**src/rtl/ep_bins_if.sv**
```systemverilog
// ep_bins_if: request/bitstream bundle between the context FSM, bit feeder and the EP bypass sequencer.
// The abort signal exists only when EP_ABORT_EN is defined.
interface ep_bins_if #(parameter int MAX_BINS = 32);
    logic                start;
    logic [5:0]          num_bins;
    logic [8:0]          range_in;
    logic [15:0]         value_in;
    logic                bit_valid;
    logic                bit_in;
    logic                bit_ready;
    logic                busy;
    logic                done;
    logic [MAX_BINS-1:0] bins_out;
    logic [15:0]         value_out;
`ifdef EP_ABORT_EN
    logic                abort;
    modport master (output start, num_bins, range_in, value_in, bit_valid, bit_in, abort,
                    input  bit_ready, busy, done, bins_out, value_out);
    modport slave  (input  start, num_bins, range_in, value_in, bit_valid, bit_in, abort,
                    output bit_ready, busy, done, bins_out, value_out);
`else
    modport master (output start, num_bins, range_in, value_in, bit_valid, bit_in,
                    input  bit_ready, busy, done, bins_out, value_out);
    modport slave  (input  start, num_bins, range_in, value_in, bit_valid, bit_in,
                    output bit_ready, busy, done, bins_out, value_out);
`endif
endinterface

```
**src/rtl/ep_bins_sequencer.sv**
```systemverilog
// ep_bins_sequencer: decodes up to MAX_BINS bypass bins, one bitstream bit per step, MSB-first.
// Optional abort input enabled by defining EP_ABORT_EN.
module ep_bins_sequencer #(
    parameter int MAX_BINS = 32
) (
    input logic       clk,
    input logic       rst_n,
    ep_bins_if.slave  bus
);
    typedef enum logic [1:0] {IDLE, RUN, DONE} state_t;

    state_t              state_q, state_d;
    logic [15:0]         scaled_q, scaled_d;
    logic [5:0]          cnt_q, cnt_d;
    logic [MAX_BINS-1:0] acc_q, acc_d;
    logic [15:0]         val_q, val_d;
    logic [MAX_BINS-1:0] bins_out_q, bins_out_d;
    logic [15:0]         value_out_q, value_out_d;
    logic [16:0]         t;
    logic [15:0]         diff;
    logic                bin;
    logic [5:0]          sat;

    always_comb begin
        state_d     = state_q;
        scaled_d    = scaled_q;
        cnt_d       = cnt_q;
        acc_d       = acc_q;
        val_d       = val_q;
        bins_out_d  = bins_out_q;
        value_out_d = value_out_q;
        t    = {val_q, bus.bit_in};
        bin  = t >= {1'b0, scaled_q};
        diff = t[15:0] - scaled_q;
        sat  = (int'(bus.num_bins) > MAX_BINS) ? 6'(MAX_BINS) : bus.num_bins;
        case (state_q)
            IDLE: if (bus.start) begin
                scaled_d = {bus.range_in, 7'b0};
                cnt_d    = sat;
                acc_d    = '0;
                val_d    = bus.value_in;
                state_d  = (sat != 6'd0) ? RUN : DONE;
            end
            RUN: if (bus.bit_valid) begin
                val_d   = bin ? diff : t[15:0];
                acc_d   = {acc_q[MAX_BINS-2:0], bin};
                cnt_d   = cnt_q - 6'd1;
                state_d = (cnt_q == 6'd1) ? DONE : RUN;
            end
            default: state_d = IDLE;
        endcase
`ifdef EP_ABORT_EN
        if (bus.abort && state_q != IDLE) state_d = IDLE;
`endif
        // Results are published on entry to DONE so they are visible alongside the done pulse.
        if (state_d == DONE) begin
            bins_out_d  = acc_d;
            value_out_d = val_d;
        end
    end

    always_ff @(posedge clk or negedge rst_n) begin
        if (!rst_n) begin
            state_q     <= IDLE;
            scaled_q    <= '0;
            cnt_q       <= '0;
            acc_q       <= '0;
            val_q       <= '0;
            bins_out_q  <= '0;
            value_out_q <= '0;
        end else begin
            state_q     <= state_d;
            scaled_q    <= scaled_d;
            cnt_q       <= cnt_d;
            acc_q       <= acc_d;
            val_q       <= val_d;
            bins_out_q  <= bins_out_d;
            value_out_q <= value_out_d;
        end
    end

    assign bus.bit_ready = state_q == RUN;
    assign bus.busy      = state_q != IDLE;
    assign bus.done      = state_q == DONE;
    assign bus.bins_out  = bins_out_q;
    assign bus.value_out = value_out_q;
endmodule

```
**src/flat_wrapper.sv**
```systemverilog
// flat-port wrapper written by rule: the top's interface ports become plain ports
module ep_bins_sequencer_flat 
#(
    parameter int MAX_BINS = 32
)
  (clk, rst_n, bus_start, bus_num_bins, bus_range_in, bus_value_in, bus_bit_valid, bus_bit_in, bus_bit_ready, bus_busy, bus_done, bus_bins_out, bus_value_out);
  ep_bins_if #(.MAX_BINS(MAX_BINS)) bus_i ();
  input logic clk;
  input logic rst_n;
  input wire logic [$bits(bus_i.start)-1:0] bus_start;
  input wire logic [$bits(bus_i.num_bins)-1:0] bus_num_bins;
  input wire logic [$bits(bus_i.range_in)-1:0] bus_range_in;
  input wire logic [$bits(bus_i.value_in)-1:0] bus_value_in;
  input wire logic [$bits(bus_i.bit_valid)-1:0] bus_bit_valid;
  input wire logic [$bits(bus_i.bit_in)-1:0] bus_bit_in;
  output wire logic [$bits(bus_i.bit_ready)-1:0] bus_bit_ready;
  output wire logic [$bits(bus_i.busy)-1:0] bus_busy;
  output wire logic [$bits(bus_i.done)-1:0] bus_done;
  output wire logic [$bits(bus_i.bins_out)-1:0] bus_bins_out;
  output wire logic [$bits(bus_i.value_out)-1:0] bus_value_out;
  assign bus_i.start = bus_start;
  assign bus_i.num_bins = bus_num_bins;
  assign bus_i.range_in = bus_range_in;
  assign bus_i.value_in = bus_value_in;
  assign bus_i.bit_valid = bus_bit_valid;
  assign bus_i.bit_in = bus_bit_in;
  assign bus_bit_ready = bus_i.bit_ready;
  assign bus_busy = bus_i.busy;
  assign bus_done = bus_i.done;
  assign bus_bins_out = bus_i.bins_out;
  assign bus_value_out = bus_i.value_out;
  ep_bins_sequencer #(.MAX_BINS(MAX_BINS)) u_core (.clk(clk), .rst_n(rst_n), .bus(bus_i));
endmodule
```
**config.mk**
```make
export PLATFORM = sky130hd
export DESIGN_NAME = ep_bins_sequencer_flat
export DESIGN_NICKNAME = d
export VERILOG_FILES = /design/src/rtl/ep_bins_if.sv /design/src/rtl/ep_bins_sequencer.sv /design/src/flat_wrapper.sv
export SDC_FILE = /design/constraint.sdc
export NUM_CORES = 1
export LEC_CHECK = 0
export CAP_MARGIN = 25
export CORE_MARGIN = 3
export CORE_UTILIZATION = 53
export CTS_CLUSTER_DIAMETER = 60
export DETAILED_ROUTE_END_ITERATION = 16
export GPL_TIMING_DRIVEN = 0
export PLACE_DENSITY = 0.81
export SYNTH_ARGS = -nofsm -noshare
export SYNTH_HDL_FRONTEND = slang
export SYNTH_SLANG_ARGS = --single-unit
export TNS_END_PERCENT = 30
```
**constraint.sdc**
```tcl
create_clock -name clk -period 3.3 [get_ports clk]
set_input_delay 0.66 -clock clk [delete_from_list [all_inputs] [get_ports clk]]
set_output_delay 0.66 -clock clk [all_outputs]
set_load 0.005 [all_outputs]
```
==> metrics.csv <==
metric,value,unit
Synth async-reset ratio,100,%
Max Freq,0.324,GHz
Initial DRC Count,217,
"EDFF count, synth",0,
Fillers,694,
"commonest cells after routing, fill and taps aside","dfrtp_1, clkdlybuf4s50_1, nand2_1, mux2_2, a22o_1",
critical path class,input port to flip-flop,
Power per Cell Area,960,nW/um^2
"most common cell after layout, fill and taps aside",dfrtp_1,
critical path capture point type,flip-flop,
CTS buffer count,17,
reg2reg path depth,6,
die height,104,um
status,"complete, no violations",
post-synth cell types,52,
cts repair resizes,0,
metal2 WL,6420,um
num rows,35,
die width,104,um
GRT Total Usage,24.8,%
Final Util,71.6,%
arrival time worst endpoint,3.44,ns
"Seq/Total Area, Yosys",55.8,%
placed wire-length estimate,8940,um
R2R Setup Slk,0.27,ns
Post-Syn Area per Cell,11.3,um^2
hold_ws,0.263,ns
RR Endpoint,u_core.bus.value_out[6]$_DFFE_PN0N_,
startpoint types,input port,
TNS Setup,0,ns
CTS sink count,113,
Final Instance Area,6650,um^2
Tot Pwr,6.38,mW
area grow syn2layout,31.2,%
first-pass GRT wire length,21400,um
Final Wtd Congestion,0.877,
largest net degree at the start of global routing,71,
Root Buffer,clkbuf_8,
Avg Vias per Cell,5.71,
# port buffers,86,
Bufs on Longest Clock Path,2,
max_cap viols,0,
RSZ-0062 raised after global routing,false,
Synth Warn #,0,
H-tree depth,4,
clock latency on the worst-skew pair,0.51,ns
Layout Nets,603,
CTS Hold Bufs,0,
dpl cells,665,
Met3 Routed Length,745,um
TritonCTS clock tree,yes,
Initial DRT Pass Iterations,5,
ys flop type,dfrtp_1,
total wire length,13000,um
initial antenna violation count,0,
vias in the first global route,4125,
Placed Area,6110,um^2
Gate Count Post-Synth,449,
Post-Syn Area,5070,um^2
number of I/O pins,87,
LEAKAGE,3.00,nW
Hold Crit Class,input port to async pin,
clk_skew,0.00947,ns
Antenna Cells,0,
crit share post-route,93.5,%
total core area,9280,um^2
Final min period,3.09,ns
"Req. time, crit path",3.66,ns
die area,10800,um^2
DP Worst Slack,-0.305,ns
DR DRC count,0,
fin. max-slew vios,0,
r2r startpoint,u_core.state_q[1]$_DFF_PN0_,
share of cells above drive strength 1,14.1,%
# Post-CTS Setup Buffers,0,
Setup Viol. Count Final,0,
Synth Net Count,497,
Finished Layout Cells,697,
total grt overflow,0,
Initial Util,54.6,%
routed vias,3978,
"CTS clk-pin slew, worst paths",0.06,ns
Synth Register Bits,113,
met1 wire length,5630,um
CP max FO,10,
top sig layer,met4,
Slew headroom,39.5,%
WL/cell,18.6,um
Final ANT Viol Nets,0,
final hold viol count,0,
Worst Max-Slew Pin Slew,0.908,ns
final setup margin,0.214,ns
"IR drop worst, VDD",0.418,mV
## worst max-delay path by stage
stage / to / start / cells after the start / slack (ns)
2_1_floorplan: u_core.bus.value_out[9]$_DFFE_PN0N_ / bus_bit_in / 7 / 0.69
3_3_place_gp: u_core.bus.bins_out[17]$_DFFE_PN0N_ / rst_n / 1 / -2.57
3_5_place_dp: u_core.bus.value_out[6]$_DFFE_PN0N_ / bus_num_bins[5] / 7 / -0.31
4_1_cts: u_core.bus.value_out[6]$_DFFE_PN0N_ / bus_num_bins[5] / 7 / 0.21
5_1_grt: u_core.bus.value_out[5]$_DFFE_PN0N_ / bus_num_bins[5] / 7 / 0.03
6_report: u_core.bus.value_out[6]$_DFFE_PN0N_ / bus_num_bins[5] / 7 / 0.21
## cells by family (layout without fill, tap and decap cells)
family,count (synthesis),in the layout,share of synthesized area (%)
AND/OR/NAND/NOR,107,107,10.1
adder cells (fa/ha/maj),12,12,3.11
multiplexers,40,40,8.91
flip-flops,113,113,55.8
AO/OA/AOI/OAI,126,126,17.8
buffers and inverters,47,166,3.65
XOR/XNOR,4,4,0.691
## area by class of cell
class | count | area, um^2 | area share [%]
well taps | 129 | 161 | 2.43
repair buffers | 87 | 878 | 13.2
flip-flops and latches | 113 | 2830 | 42.5
clock buffers | 18 | 418 | 6.28
plain buffers | 25 | 103 | 1.54
clock inverters | 14 | 123 | 1.84
multi-input cells | 289 | 2060 | 30.9
inverters | 22 | 82.6 | 1.24
## where the power goes
part	internal [mW]	switching, mW	total (mW)
Clock	0.949	0.719	1.67
Sequential	1.81	0.306	2.11
Combinational	1.17	1.43	2.60
Total	3.93	2.46	6.38
## synth_stat cells (2+ instances only)
master | number | area, um^2
nand3b_1 | 2 | 15.0
a31oi_1 | 13 | 81.3
o221ai_1 | 2 | 17.5
buf_1 | 2 | 7.51
mux2i_1 | 2 | 20.0
a22o_1 | 33 | 289
nand2b_1 | 3 | 18.8
inv_1 | 22 | 82.6
nor2_1 | 27 | 101
nor3b_1 | 3 | 22.5
clkbuf_1 | 21 | 78.8
nor2b_1 | 3 | 18.8
nand3_1 | 8 | 40.0
ha_1 | 11 | 138
a21oi_1 | 15 | 75.1
and3_1 | 2 | 12.5
o31ai_1 | 2 | 15.0
o21ai_0 | 27 | 135
xnor2_1 | 2 | 17.5
o2111ai_1 | 2 | 17.5
o21bai_1 | 2 | 15.0
dfrtp_1 | 113 | 2830
a31o_2 | 2 | 17.5
nand2_1 | 39 | 146
a211oi_1 | 4 | 30.0
nand4_1 | 3 | 18.8
mux2_2 | 37 | 417
xor2_1 | 2 | 17.5
nor3_1 | 5 | 25.0
a22oi_1 | 15 | 113
a311o_1 | 2 | 20.0
nor4_1 | 3 | 18.8
## sequential cells by signal, summed over array words and instances (netlist names)
signal,flops
u_core.acc_q,32
u_core.bus.bins_out,32
u_core.bus.value_out,16
u_core.val_q,16
u_core.scaled_q,9
u_core.cnt_q,6
u_core.state_q,2
## layer usage
metal / vias up / global-route usage [%]
met2: 133 / 41.1
li1: 1855 / -
met1: 1975 / 32.7
met5: - / 0
met4: 0 / 6.17
met3: 15 / 6.36
## critical path, stage by stage
cell             delay, ns
clkdlybuf4s50_1       0.49
nor4_1                0.25
nand2_1               0.11
o31ai_1               0.67
clkbuf_1              0.47
buf_1                 0.60
a31oi_1               0.18
Power figures use the tool's default switching activity.
